[src/rtl/armleocpu_ptw_param.sv]
// Parametrised RISC-V page table walker (SV32/SV39). Fetches PTEs over single-beat
// AXI reads, walks up to LEVELS levels and returns a 4K PPN with superpages expanded.
`timescale 1ns/1ps

module armleocpu_ptw_param #(
  parameter int LEVELS   = 2,
  parameter int VPN_W    = 10,
  parameter int PPN_W    = 22,
  parameter int PTE_W    = 32,
  parameter int PADDR_W  = 34,
  parameter bit CHECK_AD = 1'b1
) (
  input  logic                      clk,
  input  logic                      rst_n,

  output logic                      axi_arvalid_o,
  input  logic                      axi_arready_i,
  output logic [PADDR_W-1:0]        axi_araddr_o,
  input  logic                      axi_rvalid_i,
  output logic                      axi_rready_o,
  input  logic [1:0]                axi_rresp_i,
  input  logic                      axi_rlast_i,
  input  logic [PTE_W-1:0]          axi_rdata_i,

  input  logic                      resolve_request_i,
  input  logic [1:0]                resolve_access_i,
  input  logic [LEVELS*VPN_W-1:0]   virtual_address_i,
  input  logic [PPN_W-1:0]          satp_ppn_i,
  output logic                      resolve_done_o,
  output logic                      resolve_pagefault_o,
  output logic                      resolve_accessfault_o,
  output logic [7:0]                resolve_metadata_o,
  output logic [PPN_W-1:0]          resolve_physical_address_o
);

  localparam int LVL_W = (LEVELS > 1) ? $clog2(LEVELS) : 1;
  localparam int VA_W  = LEVELS * VPN_W;
  localparam int OFF_W = PADDR_W - PPN_W - VPN_W;
  localparam logic [1:0] ACC_STORE = 2'd1;

  typedef enum logic [1:0] {
    S_IDLE,
    S_AR,
    S_R,
    S_WALK
  } state_e;

  state_e             state_q, state_d;
  logic [LVL_W-1:0]   level_q, level_d;
  logic [PPN_W-1:0]   table_base_q, table_base_d;
  logic [VA_W-1:0]    vpn_q, vpn_d;
  logic [1:0]         access_q, access_d;
  logic [PTE_W-1:0]   pte_q, pte_d;
  logic               rerr_q, rerr_d;
  logic               done_q, done_d;
  logic               pagefault_q, pagefault_d;
  logic               accessfault_q, accessfault_d;

  logic               pte_v, pte_r, pte_w, pte_x, pte_a, pte_d_bit;
  logic [PPN_W-1:0]   pte_ppn;
  logic [PPN_W-1:0]   low_mask;
  logic               misaligned;
  logic               ad_fault;
  logic               pte_unused;

  assign pte_v     = pte_q[0];
  assign pte_r     = pte_q[1];
  assign pte_w     = pte_q[2];
  assign pte_x     = pte_q[3];
  assign pte_a     = pte_q[6];
  assign pte_d_bit = pte_q[7];
  assign pte_ppn   = pte_q[10 +: PPN_W];
  // RSW and reserved PTE bits are stored but never interpreted.
  assign pte_unused = ^pte_q;

  // Bits of the PPN that a superpage at the current level must leave zero and
  // that the walker fills from the virtual address instead.
  assign low_mask   = ~({PPN_W{1'b1}} << (32'(level_q) * VPN_W));
  assign misaligned = |(pte_ppn & low_mask);
  assign ad_fault   = CHECK_AD && (!pte_a || (access_q == ACC_STORE && !pte_d_bit));

  assign axi_araddr_o = {table_base_q, vpn_q[32'(level_q) * VPN_W +: VPN_W], {OFF_W{1'b0}}};

  assign resolve_done_o             = done_q;
  assign resolve_pagefault_o        = pagefault_q;
  assign resolve_accessfault_o      = accessfault_q;
  assign resolve_metadata_o         = pte_q[7:0];
  assign resolve_physical_address_o = (pte_ppn & ~low_mask) | (PPN_W'(vpn_q) & low_mask);

  always_comb begin
    // NOTE: every combinational output gets a default first so no path can infer a latch.
    state_d       = state_q;
    level_d       = level_q;
    table_base_d  = table_base_q;
    vpn_d         = vpn_q;
    access_d      = access_q;
    pte_d         = pte_q;
    rerr_d        = rerr_q;
    done_d        = 1'b0;
    pagefault_d   = 1'b0;
    accessfault_d = 1'b0;
    axi_arvalid_o = 1'b0;
    axi_rready_o  = 1'b0;

    unique case (state_q)
      S_IDLE: begin
        vpn_d        = virtual_address_i;
        access_d     = resolve_access_i;
        table_base_d = satp_ppn_i;
        level_d      = LVL_W'(LEVELS - 1);
        if (resolve_request_i) begin
          state_d = S_AR;
        end
      end

      S_AR: begin
        axi_arvalid_o = 1'b1;
        if (axi_arready_i) begin
          state_d = S_R;
        end
      end

      S_R: begin
        axi_rready_o = axi_rvalid_i;
        if (axi_rvalid_i) begin
          pte_d   = axi_rdata_i;
          rerr_d  = (axi_rresp_i != 2'b00);
          state_d = S_WALK;
        end
      end

      S_WALK: begin
        if (rerr_q) begin
          accessfault_d = 1'b1;
          done_d        = 1'b1;
        end else if (!pte_v || (pte_w && !pte_r)) begin
          pagefault_d = 1'b1;
          done_d      = 1'b1;
        end else if (pte_r || pte_x) begin
          // misaligned is always 0 at level 0 because low_mask is empty there.
          pagefault_d = misaligned || ad_fault;
          done_d      = 1'b1;
        end else if (pte_q[7:4] == 4'b0000 && level_q != '0) begin
          level_d      = level_q - LVL_W'(1);
          table_base_d = pte_ppn;
          state_d      = S_AR;
        end else begin
          // Pointer at the last level, or a non-leaf with U/G/A/D set.
          pagefault_d = 1'b1;
          done_d      = 1'b1;
        end
        if (done_d) begin
          state_d = S_IDLE;
        end
      end

      default: state_d = S_IDLE;
    endcase
  end

  always_ff @(posedge clk) begin
    // NOTE: sequential state uses non-blocking assignments so every register samples pre-edge values.
    if (!rst_n) begin
      state_q       <= S_IDLE;
      level_q       <= LVL_W'(LEVELS - 1);
      table_base_q  <= '0;
      vpn_q         <= '0;
      access_q      <= '0;
      pte_q         <= '0;
      rerr_q        <= 1'b0;
      done_q        <= 1'b0;
      pagefault_q   <= 1'b0;
      accessfault_q <= 1'b0;
    end else begin
      state_q       <= state_d;
      level_q       <= level_d;
      table_base_q  <= table_base_d;
      vpn_q         <= vpn_d;
      access_q      <= access_d;
      pte_q         <= pte_d;
      rerr_q        <= rerr_d;
      done_q        <= done_d;
      pagefault_q   <= pagefault_d;
      accessfault_q <= accessfault_d;
    end
  end

  rlast_every_beat: assert property (@(posedge clk) disable iff (!rst_n)
    (state_q == S_R && axi_rvalid_i) |-> axi_rlast_i);

endmodule

[config.mk]
export PLATFORM = sky130hd
export DESIGN_NAME = armleocpu_ptw_param
export DESIGN_NICKNAME = d
export VERILOG_FILES = /design/src/rtl/armleocpu_ptw_param.sv
export SDC_FILE = /design/constraint.sdc
export NUM_CORES = 1
export LEC_CHECK = 0
export CORE_MARGIN = 1
export CORE_UTILIZATION = 39
export CTS_CLUSTER_DIAMETER = 30
export DETAILED_ROUTE_END_ITERATION = 6
export HOLD_SLACK_MARGIN = 0.03
export PLACE_DENSITY = 0.76
export SYNTH_ARGS = -nofsm -noshare
export SYNTH_HDL_FRONTEND = slang
export SYNTH_SLANG_ARGS = --single-unit
[constraint.sdc]
create_clock -name clk -period 1.6 [get_ports clk]
set_clock_uncertainty 0.05 [all_clocks]
set_input_delay 0.32 -clock clk [delete_from_list [all_inputs] [get_ports clk]]
set_output_delay 0.32 -clock clk [all_outputs]
set_load 0.005 [all_outputs]
==> run summary, run 1 <==
Outcome: finished, violations left
Failing checks: negative setup slack
Top_reg_cell synth: dfxtp_1
IO Count: 153
DR vias/cell: 5.021
WL/cell: 17.65 um
Synth warn: 0
Hold Crit Start: rst_n
EDFF count, synth: 0
Inst Count DP: 651
LEAKAGE: 3.163 nW
First-pass GRT wire length: 18,820 um
Simple-Gate Fraction of Synth Area: 0.1362
Slew Limit Fails: 0
Initial antenna violation count: 0
Crit-path max FO: 5
Die width: 100.7 um
Area of the mapped netlist: 3802 um^2
Capturing point of the worst reg2reg path: state_q[0]$_SDFFE_PN0P_
GRT Util Overall: 0.2433
Asr flop ratio synth: 0
Final Hold Fails: 0
Fin crit period: 1.870 ns
Compound-gate portion of the synthesized area: 0.1563
Antenna fix cells: 0
Chip height: 100.7 um
Worst Hold Slack: 0.3022 ns
Crit path DAT: 1.50 ns
Post-Synth XOR/XNOR Area: 0
Worst setup endpoint: axi_araddr_o[2]
Worst-Skew Late Latency: 0.35 ns
Worst-path clk slew: 0.09 ns
PD cells: 1472 nW/um^2
CP Cell Sequence: buf_12 > buf_16 > buf_6 > mux2_4 > buf_6
Global placement routability congestion: 0.7665
Fin nets: 656
Post-route DRC: 0
Area Overhead vs Synth: 70.06%
Largest family of logic cells by synthesized area: multiplexers
Worst R2R Path Depth: 7
Input/output buffers: 147
Final non-filler cell total: 702
Initial DRC Count: 103
Max-Cap Viols: 0
Synth top area cells: dfxtp_1 43%, mux2i_1 12%, nand2_1 6.1%
Max frequency: 0.5348 GHz
Number of clock sinks: 81
Tcrit/Tclk final: 1.169
DRT antenna net count: 0
Post-synth top area cell: dfxtp_1
Unique masters post-synth: 29
Number of setup violations in the final report: 45
CP Capture Type: primary output
TritonRoute pass-1 iters: 4
Yosys top cell area share: 0.4265
Clock buffer count from CTS: 9
Core Box Area: 9328 um^2
Util after Layout: 0.6932
Largest net degree at the start of global routing: 57
Initial Utilization: 0.4076
Sequential area share after synthesis: 0.4265
Mapped Cells: 397
GRT overflow: 0
Via count of the first global-routing pass: 3,696
Critical path's most frequent cell: buf_6
CP startpoint: level_q$_SDFFE_PN1P_
Post-route setup slack: -0.2698 ns
Site Rows: 35
WP data required: 1.23 ns
Crit Path Class: register to primary output
Setup TNS: -5.886 ns
Reg2Reg Launch Point: state_q[0]$_SDFFE_PN0P_
Vias: 3,525
FILL cells: 738
Clock Tree Root: clkbuf_8
HP Class: primary input to register
Worst VDD drop: 0.7886 mV
CTS tree: yes
Htree depth: 3
Mapped Avg Cell Area: 9.578 um^2
Post-DP HPWL: 7280 um
Post-Synth Adder-Cell Area: 0.01316
Worst path max stage delay: 0.37 ns
FF+latch count, synth: 81
Unrepaired setup endpoints after global routing: yes
Cell with the largest stage delay on the worst path: dfxtp_4
R2R Setup Slk: -0.16 ns
Final wirelength: 12,390 um
Max Root-Sink Buffers: 2
Die ar.: 10,150 um^2
Layout cells sized above 1: 0.3264
Hold path depth: 2
Critical path startpoint category: register
Portion of netlist area occupied by mux cells: 0.1777
## area by class of cell
| type | count | area, um^2 | area share |
|---|---|---|---|
| Clock buffer | 10 | 137.6 | 0.02128 |
| Clock inverter | 6 | 115.1 | 0.01780 |
| Inverter | 6 | 25.02 | 0.003870 |
| Multi-Input combinational cell | 262 | 2117 | 0.3274 |
| Sequential cell | 81 | 1668 | 0.2579 |
| Tap cell | 129 | 161.4 | 0.02496 |
| Timing Repair Buffer | 208 | 2242 | 0.3467 |
## how the worst min path moves through the flow
stage,endpoint,slack [ns]
after floorplan,pte_q[20]$_SDFFE_PN0P_,0.41
after global placement,pte_q[29]$_SDFFE_PN0P_,0.42
after detailed placement,pte_q[20]$_SDFFE_PN0P_,0.42
after CTS,state_q[0]$_SDFFE_PN0P_,0.28
after global routing,vpn_q[10]$_SDFFE_PN0P_,0.30
final,vpn_q[10]$_SDFFE_PN0P_,0.30
## timing repair
item | CTS | global route
resized for setup | 186 | 100
cloned | 7 | 2
buffers inserted | 22 | 8
setup endpoints to repair | 70 | 106
pin swaps | 7 | 22
hold buffers | 0 | 0
## flip-flops by register name (all words and copies together), names as in the netlist, 2 cells and up
name	cells
vpn_q	20
table_base_q	22
pte_q	30
state_q	2
access_q	2
## where the power goes
group	internal (mW)	switching, mW	total, mW	leakage, nW
Clock	1.09	0.793	1.88	0.123
Combinational	2.75	1.94	4.69	2.36
Sequential	2.59	0.359	2.95	0.679
Total	6.42	3.09	9.52	3.16
## cell usage after synthesis, types with 3 or more instances
cell	number
mux2i_1	45
clkbuf_1	15
dfxtp_1	81
a21boi_0	30
inv_1	6
buf_4	22
buf_1	4
buf_6	4
nand2_1	62
nor2_1	7
buf_2	7
nor2b_1	26
o21ai_0	23
o211a_1	22
nor4b_1	3
nor4_1	3
ha_1	4
mux2_2	20
## cells by family after synthesis
kind of cell / Yosys count
AO/OA/AOI/OAI: 79
adder cells (fa/ha/maj): 4
buffers and inverters: 58
flip-flops: 81
multiplexers: 65
other: 1
AND/OR/NAND/NOR: 109
## critical path: cells and delay by family, from the launching register on
kind     cells  cell delay (ns)
buf+inv      4             0.49
flops        1             0.37
mux          1             0.29
## layout by cell type (no fill, tap or decap), drive strengths merged
cell and instances:
clkbuf 14, nor4 3, or2 4, buf 80, clkinvlp 1, dlymetal6s2s 21
nor3 2, dlygate4sd2 9, nand2 62, ha 4, a21boi 30, bufinv 3
nand3 2, nor2 7, mux2i 45, nor3b 1, conb 2, a222oi 1
nor2b 26, clkdlybuf4s50 94, and4 1, clkinv 2, dfxtp 81, o21ai 23
mux2 20, nor4b 3, o31ai 1, o211ai 1, o211a 22, inv 6
and3 1, a221oi 1
## stage by stage
stage | setup WS [ns] | instance area [um^2] | total power [mW]
3_5_place_dp | -0.3151 | 5378 | 6.335
2_1_floorplan | -0.1734 | 3814 | 4.748
4_1_cts | -0.2786 | 6178 | 8.980
3_3_place_gp | -0.3371 | 5378 | 6.255
6_report | -0.2698 | 6466 | 9.517
5_1_grt | -0.3008 | 6466 | 10.03
## per-layer routing
metal	global-route usage	wire, um	vias up
met5	0	0	-
met1	0.3031	5299	1690
met4	0.1059	398	0
met2	0.4152	6201	108
met3	0.03883	494	29
li1	-	-	1698
Power figures use the tool's default switching activity.
==> inputs of run 2 (changes only) <==
--- a/config.mk
+++ b/config.mk
@@ -10,7 +10,7 @@
 export CTS_CLUSTER_DIAMETER = 30
 export DETAILED_ROUTE_END_ITERATION = 6
 export HOLD_SLACK_MARGIN = 0.03
-export PLACE_DENSITY = 0.76
+export PLACE_DENSITY = 0.78
 export SYNTH_ARGS = -nofsm -noshare
 export SYNTH_HDL_FRONTEND = slang
 export SYNTH_SLANG_ARGS = --single-unit
==> run 2 against run 1 <==
The run still ends with negative setup slack left. Cell area fell by 6.5%. Register-to-register slack better by 0.13 ns. Maximum frequency rose by 6.6%. Core utilization shrank 4.5 points. Count of clock-buffer cells in the layout is the same. Via count fell by 5.8%. Global-route usage down 2.1 points. Sequential power is essentially flat. Combinational power is 13% lower.
==> run summary, run 2 (synthesis gave the netlist of run 1 again) <==
Biggest registers after layout: pte_q: 30 flops, table_base_q: 22 flops, vpn_q: 20 flops
First-pass GRT wire length: 17,280 um (-8.2%)
IO Count: 153 (unchanged)
Max reg flops: 30 (unchanged)
CP Capture Type: primary output
Vias: 3,320 (-5.8%)
Area Overhead vs Synth: 58.93%
Number of setup violations in the final report: 27 (-40%)
Tcrit/Tclk final: 1.097 (-0.07209)
Worst-path clk slew: 0.08 ns (about the same)
Final Hold Fails: 0 (unchanged)
Post-DP HPWL: 7447 um (+2.3%)
Initial DRC Count: 122 (+18%)
TritonRoute pass-1 iters: 4 (unchanged)
Failing checks: negative setup slack
Crit-path max FO: 7 (+2)
GRT overflow: 0 (unchanged)
Antenna fix cells: 0 (unchanged)
Largest register by flop count: pte_q
Hold path depth: 2 (unchanged)
Initial antenna violation count: 0 (unchanged)
Commonest cells after routing, fill and taps aside: 105 x clkdlybuf4s50_1, 61 x nand2_1, 52 x dfxtp_1
Via count of the first global-routing pass: 3,396 (-8.1%)
Final non-filler cell total: 675 (-3.8%)
DRT antenna net count: 0 (unchanged)
Worst-Skew Late Latency: 0.34 ns (about the same)
Max-Cap Viols: 0 (unchanged)
Chip height: 100.7 um (unchanged)
Outcome: finished, violations left
Fin crit period: 1.754 ns (-0.1153 ns)
Initial Utilization: 0.4076 (unchanged)
Core Box Area: 9328 um^2 (unchanged)
Util after Layout: 0.6479 (-0.04534)
CTS Hold Buffers Added: 0 (unchanged)
Fin nets: 633 (-3.5%)
Commonest non-fill, non-tap cell in the layout: clkdlybuf4s50_1
LEAKAGE: 2.775 nW (-12%)
HP Class: primary input to register
Die width: 100.7 um (unchanged)
PD cells: 1367 nW/um^2 (-7.1%)
FILL cells: 781 (+5.8%)
Inst Count DP: 654 (+0.46%)
Crit Path Class: register to primary output
Reg2Reg Launch Point: state_q[0]$_SDFFE_PN0P_
Global placement routability congestion: 0.7635 (-0.39%)
DR vias/cell: 4.919 (-2.0%)
Worst VDD drop: 0.6392 mV (-19%)
FF/Latch Area: 1668 um^2 (unchanged)
Capturing point of the worst reg2reg path: table_base_q[13]$_SDFFE_PN0P_
Critical path startpoint category: register
Input/output buffers: 147 (unchanged)
Slew Limit Fails: 0 (unchanged)
Number of clock sinks: 81 (unchanged)
Largest net degree at the start of global routing: 38 (-33%)
Die ar.: 10,150 um^2 (unchanged)
Htree depth: 3 (unchanged)
WP data required: 1.23 ns (about the same)
Unrepaired setup endpoints after global routing: yes
Post-route setup slack: -0.1544 ns (+0.1153 ns)
Clock Tree Root: clkbuf_8
Clock buffer count from CTS: 9 (unchanged)
Final wirelength: 11,260 um (-9.1%)
CTS tree: yes
Hold Crit Start: rst_n
Post-route DRC: 0 (unchanged)
Max frequency: 0.5700 GHz (+6.6%)
Setup WS pre-CTS: -0.3093 ns (+0.005821 ns)
Crit path DAT: 1.38 ns (-0.12 ns)
GRT Util Overall: 0.2225 (-0.02080)
Layout cells sized above 1: 0.2821 (-0.04430)
R2R Setup Slk: -0.03 ns (+0.13 ns)
WL/cell: 16.68 um (-5.5%)
Max Root-Sink Buffers: 2 (unchanged)
Site Rows: 35 (unchanged)
Hold worst-path end: pte_q[0]$_SDFFE_PN0P_
Worst R2R Path Depth: 5 (-2)
Area of the multi-input gates: 2111 um^2 (-0.30%)
[run 2: layer usage]
metal  GRT usage  part of all wire  vias to the layer above
met5           0                 0                        -
met4     0.07804             0.016                        0
met3     0.03675             0.041                       15
met1      0.2818              0.44                     1575
li1            -                 -                     1643
met2      0.3820              0.50                       87
[run 2: final cells by class]
cell class,count,area share
inverter,6,0.004969
clock inverter,2,0.001656
timing repair buffer,185,0.3203
tap,129,0.02671
multi-input combinational,262,0.3493
sequential,81,0.2760
clock buffer,10,0.02112
[run 2: worst max-delay path by stage]
stage | endpoint | slack [ns] | start | cells past startpoint
5_1_grt | resolve_physical_address_o[1] | -0.19 | level_q$_SDFFE_PN1P_ | 4
3_3_place_gp | axi_rready_o | -0.34 | axi_rvalid_i | 4
3_5_place_dp | state_q[0]$_SDFFE_PN0P_ | -0.31 | resolve_request_i | 6
4_1_cts | axi_araddr_o[10] | -0.27 | level_q$_SDFFE_PN1P_ | 5
2_1_floorplan | table_base_q[10]$_SDFFE_PN0P_ | -0.17 | state_q[0]$_SDFFE_PN0P_ | 8
6_report | axi_araddr_o[9] | -0.15 | level_q$_SDFFE_PN1P_ | 4
[run 2: timing repair]
action,CTS,global route
setup buffers,8,0
gates cloned,5,0
resized for setup,175,82
endpoints found under the setup margin,62,74
pin swaps,11,15
[run 2: critical path, stage by stage, from the launching register on]
cell and delay [ns]:
dfxtp_4 0.37, buf_12 0.13, buf_12 0.13, mux2_4 0.30, buf_6 0.12
[run 2: report_power, final]
part / internal (mW) / switching, mW
Clock: 0.526 / 0.677
Combinational: 2.34 / 1.74
Sequential: 2.59 / 0.392
[run 2: metrics by stage]
stage	total power [mW]	TNS [ns]	hold WS (ns)	area (um^2)
after floorplan	4.748	-3.689	0.4066	3814
after global placement	6.288	-8.978	0.4133	5403
after detailed placement	6.391	-9.086	0.4227	5403
after CTS	7.965	-3.911	0.3459	5863
after global routing	8.787	-4.254	0.3588	6043
final	8.263	-2.411	0.3603	6043
==> inputs of run 3 (changes only) <==
--- a/config.mk
+++ b/config.mk
@@ -6,11 +6,13 @@
 export NUM_CORES = 1
 export LEC_CHECK = 0
 export CORE_MARGIN = 1
-export CORE_UTILIZATION = 39
+export CORE_UTILIZATION = 47
 export CTS_CLUSTER_DIAMETER = 30
 export DETAILED_ROUTE_END_ITERATION = 6
+export GPL_TIMING_DRIVEN = 0
 export HOLD_SLACK_MARGIN = 0.03
-export PLACE_DENSITY = 0.78
+export PLACE_DENSITY = 0.88
+export SLEW_MARGIN = 20
 export SYNTH_ARGS = -nofsm -noshare
 export SYNTH_HDL_FRONTEND = slang
 export SYNTH_SLANG_ARGS = --single-unit
==> constraint.sdc (replaced) <==
create_clock -name clk -period 2.3 [get_ports clk]
set_clock_uncertainty 0.05 [all_clocks]
set_input_delay 0.46 -clock clk [delete_from_list [all_inputs] [get_ports clk]]
set_output_delay 0.46 -clock clk [all_outputs]
set_load 0.005 [all_outputs]
==> run 3 against run 2 <==
The flow now finishes without violations. Register-to-register slack better by 0.26 ns. Die area decreased by 17%. Sequential share of layout area up 1.2 points. Combinational power shrank 41%. Worst setup slack improved by 0.22 ns. Largest power group unchanged. Highest routed layer unchanged.
==> run summary, run 3 (synthesis gave the netlist of run 1 again) <==
Commonest cells after routing, fill and taps aside: 146 x clkdlybuf4s50_1, 79 x dfxtp_1, 61 x nand2_1
First-pass GRT wire length: 16,740 um (-3.1%)
Layout cells sized above 1: 0.1357 (-0.1463)
Sequential Power Share: 0.365 (+0.004)
Hold path depth: 2 (unchanged)
Htree depth: 3 (unchanged)
Commonest non-fill, non-tap cell in the layout: clkdlybuf4s50_1
Length of routed met3 wiring: 565 um (+21%)
Clock Tree Root: clkbuf_8
Input/output buffers: 146 (-0.68%)
WP data required: 1.79 ns (+0.56 ns)
Setup WS pre-CTS: -0.4413 ns (-0.1320 ns)
Clock buffer count from CTS: 9 (unchanged)
DR vias/cell: 5.104 (+3.8%)
Comb power frac: 0.433 (-0.061)
Largest register by flop count: pte_q
Top Metal Used: met4
Die width: 91.95 um (-8.7%)
Global placement routability congestion: 0.8218 (+7.6%)
Antenna fix cells: 0 (unchanged)
Max frequency: 0.4475 GHz
Total power: 5.552 mW (-33%)
Number of clock sinks: 81 (unchanged)
Hold worst-path end: pte_q[5]$_SDFFE_PN0P_
Tcrit/Tclk final: 0.9715
Crit path DAT: 1.72 ns (+0.34 ns)
Fin crit period: 2.234 ns
Largest net degree at the start of global routing: 14 (-63%)
Final wirelength: 10,760 um (-4.4%)
Tightest Pin Transition: 0.5689 ns
IO Count: 153 (unchanged)
Outcome: completed
HP Class: register to register
Initial antenna violation count: 0 (unchanged)
Post-DP HPWL: 7905 um (+6.1%)
Hold Crit Start: pte_q[5]$_SDFFE_PN0P_
Max Root-Sink Buffers: 2 (unchanged)
Core Box Area: 7767 um^2 (-17%)
Die ar.: 8454 um^2 (-17%)
Max-slew headroom: 0.6207
R2R Setup Slk: 0.23 ns (+0.26 ns)
GRT Util Overall: 0.2549 (+0.03238)
LEAKAGE: 2.355 nW (-15%)
Chip height: 91.95 um (-8.7%)
Unrepaired setup endpoints after global routing: no
Post-route setup slack: 0.06555 ns (+0.2200 ns)
Initial DRC Count: 78 (-36%)
Worst-path clk slew: 0.09 ns (about the same)
Met2 WL: 5420 um (-3.3%)
Max-Cap Viols: 0 (unchanged)
Capturing point of the worst reg2reg path: table_base_q[17]$_SDFFE_PN0P_
CTS tree: yes
Routed metal-1 wirelength: 4623 um (-7.7%)
Crit Path Class: register to primary output
Clk pwr share: 0.202 (+0.056)
Initial Utilization: 0.4895 (+0.08188)
CP Capture Type: primary output
WL/cell: 16.26 um (-2.5%)
GRT overflow: 0 (unchanged)
Setup TNS: 0 ns (+2.411 ns)
NetSw: 1.788 mW (-36%)
Via count of the first global-routing pass: 3,392 (-0.12%)
Crit-path max FO: 5 (-2)
Site Rows: 32 (-8.6%)
Worst Hold Slack: 0.4438 ns (+0.08345 ns)
Worst R2R Path Depth: 7 (+2)
Biggest registers after layout: pte_q: 30 flops, table_base_q: 22 flops, vpn_q: 20 flops
Critical path startpoint category: register
Area Overhead vs Synth: 48.60%
Final Hold Fails: 0 (unchanged)
Number of setup violations in the final report: 0 (-100%)
Worst-Skew Late Latency: 0.34 ns (about the same)
Post-route DRC: 0 (unchanged)
Max reg flops: 30 (unchanged)
Sw Ratio: 0.3220 (-0.01758)
FILL cells: 599 (-23%)
Vias: 3,379 (+1.8%)
TritonRoute pass-1 iters: 4 (unchanged)
Internal power: 3.764 mW (-31%)
Slew Limit Fails: 0 (unchanged)
Reg2Reg Launch Point: state_q[0]$_SDFFE_PN0P_
PD cells: 982.6 nW/um^2 (-28%)
DRT antenna net count: 0 (unchanged)
Util after Layout: 0.7274 (+0.07956)
Worst VDD drop: 0.5643 mV (-12%)
Fin nets: 643 (+1.6%)
[run 3: cell types whose count changed in the layout (fill, tap and decap cells not counted), moves of 14 or more]
| cell | change |
|---|---|
| o21ai_0 | +19 |
| dfxtp_2 | -25 |
| buf_6 | -20 |
| mux2_4 | -19 |
| o21ai_2 | -14 |
| dfxtp_1 | +27 |
| mux2_2 | +19 |
| clkbuf_1 | +14 |
| clkdlybuf4s50_1 | +41 |
[run 3: stage by stage]
stage | cells | area [um^2]
finish | 662 | 5650
detailed placement | 646 | 5395
global placement | 646 | 5395
CTS | 662 | 5637
global route | 662 | 5650
floorplan | 398 | 3806
[run 3: per-layer routing]
| layer | vias to the layer above | GRT usage |
|---|---|---|
| met3 | 14 | 0.05141 |
| met4 | 0 | 0.08333 |
| li1 | 1656 | - |
| met2 | 106 | 0.4614 |
| met1 | 1603 | 0.2988 |
| met5 | - | 0 |
[run 3: worst max-delay path, cell delays in order (launching register included)]
cell and delay [ns]:
dfxtp_4 0.37, inv_1 0.10, ha_2 0.22, nand2_4 0.08
clkinvlp_4 0.11, clkdlybuf4s50_1 0.50
[run 3: final cells by class]
class,count,area (um^2),share of cell area
timing repair buffer,147,1469,0.2600
clock inverter,5,80.08,0.01417
sequential,81,1629,0.2883
tap,102,127.6,0.02259
multi-input combinational,259,1856,0.3284
clock buffer,11,131.4,0.02325
inverter,6,26.28,0.004650
buffer,51,331.6,0.05868
[run 3: power groups by stage]
stage | sequential [mW] | combinational [mW] | clock (mW)
floorplan | 2.00 | 1.29 | 0
global placement | 2.03 | 2.32 | 0
detailed placement | 2.05 | 2.37 | 0
CTS | 2.02 | 2.40 | 1.13
global route | 2.06 | 2.58 | 1.19
finish | 2.03 | 2.40 | 1.12
[run 3: worst max-delay path by stage]
stage	startpoint	to	slack (ns)	depth (start not counted)
5_1_grt	state_q[0]$_SDFFE_PN0P_	axi_rready_o	0.01	5
4_1_cts	level_q$_SDFFE_PN1P_	resolve_physical_address_o[9]	0.002	3
3_3_place_gp	axi_rvalid_i	axi_rready_o	-0.44	5
2_1_floorplan	state_q[0]$_SDFFE_PN0P_	table_base_q[10]$_SDFFE_PN0P_	0.49	8
3_5_place_dp	axi_rvalid_i	axi_rready_o	-0.44	5
6_report	state_q[0]$_SDFFE_PN0P_	axi_rready_o	0.07	5
[run 3: repair_timing]
item / in CTS / in global routing
hold endpoints to repair: 0 / 0
setup endpoints to repair: 20 / 10
setup buffers: 1 / 0
hold buffers: 0 / 0
resized for setup: 10 / 5
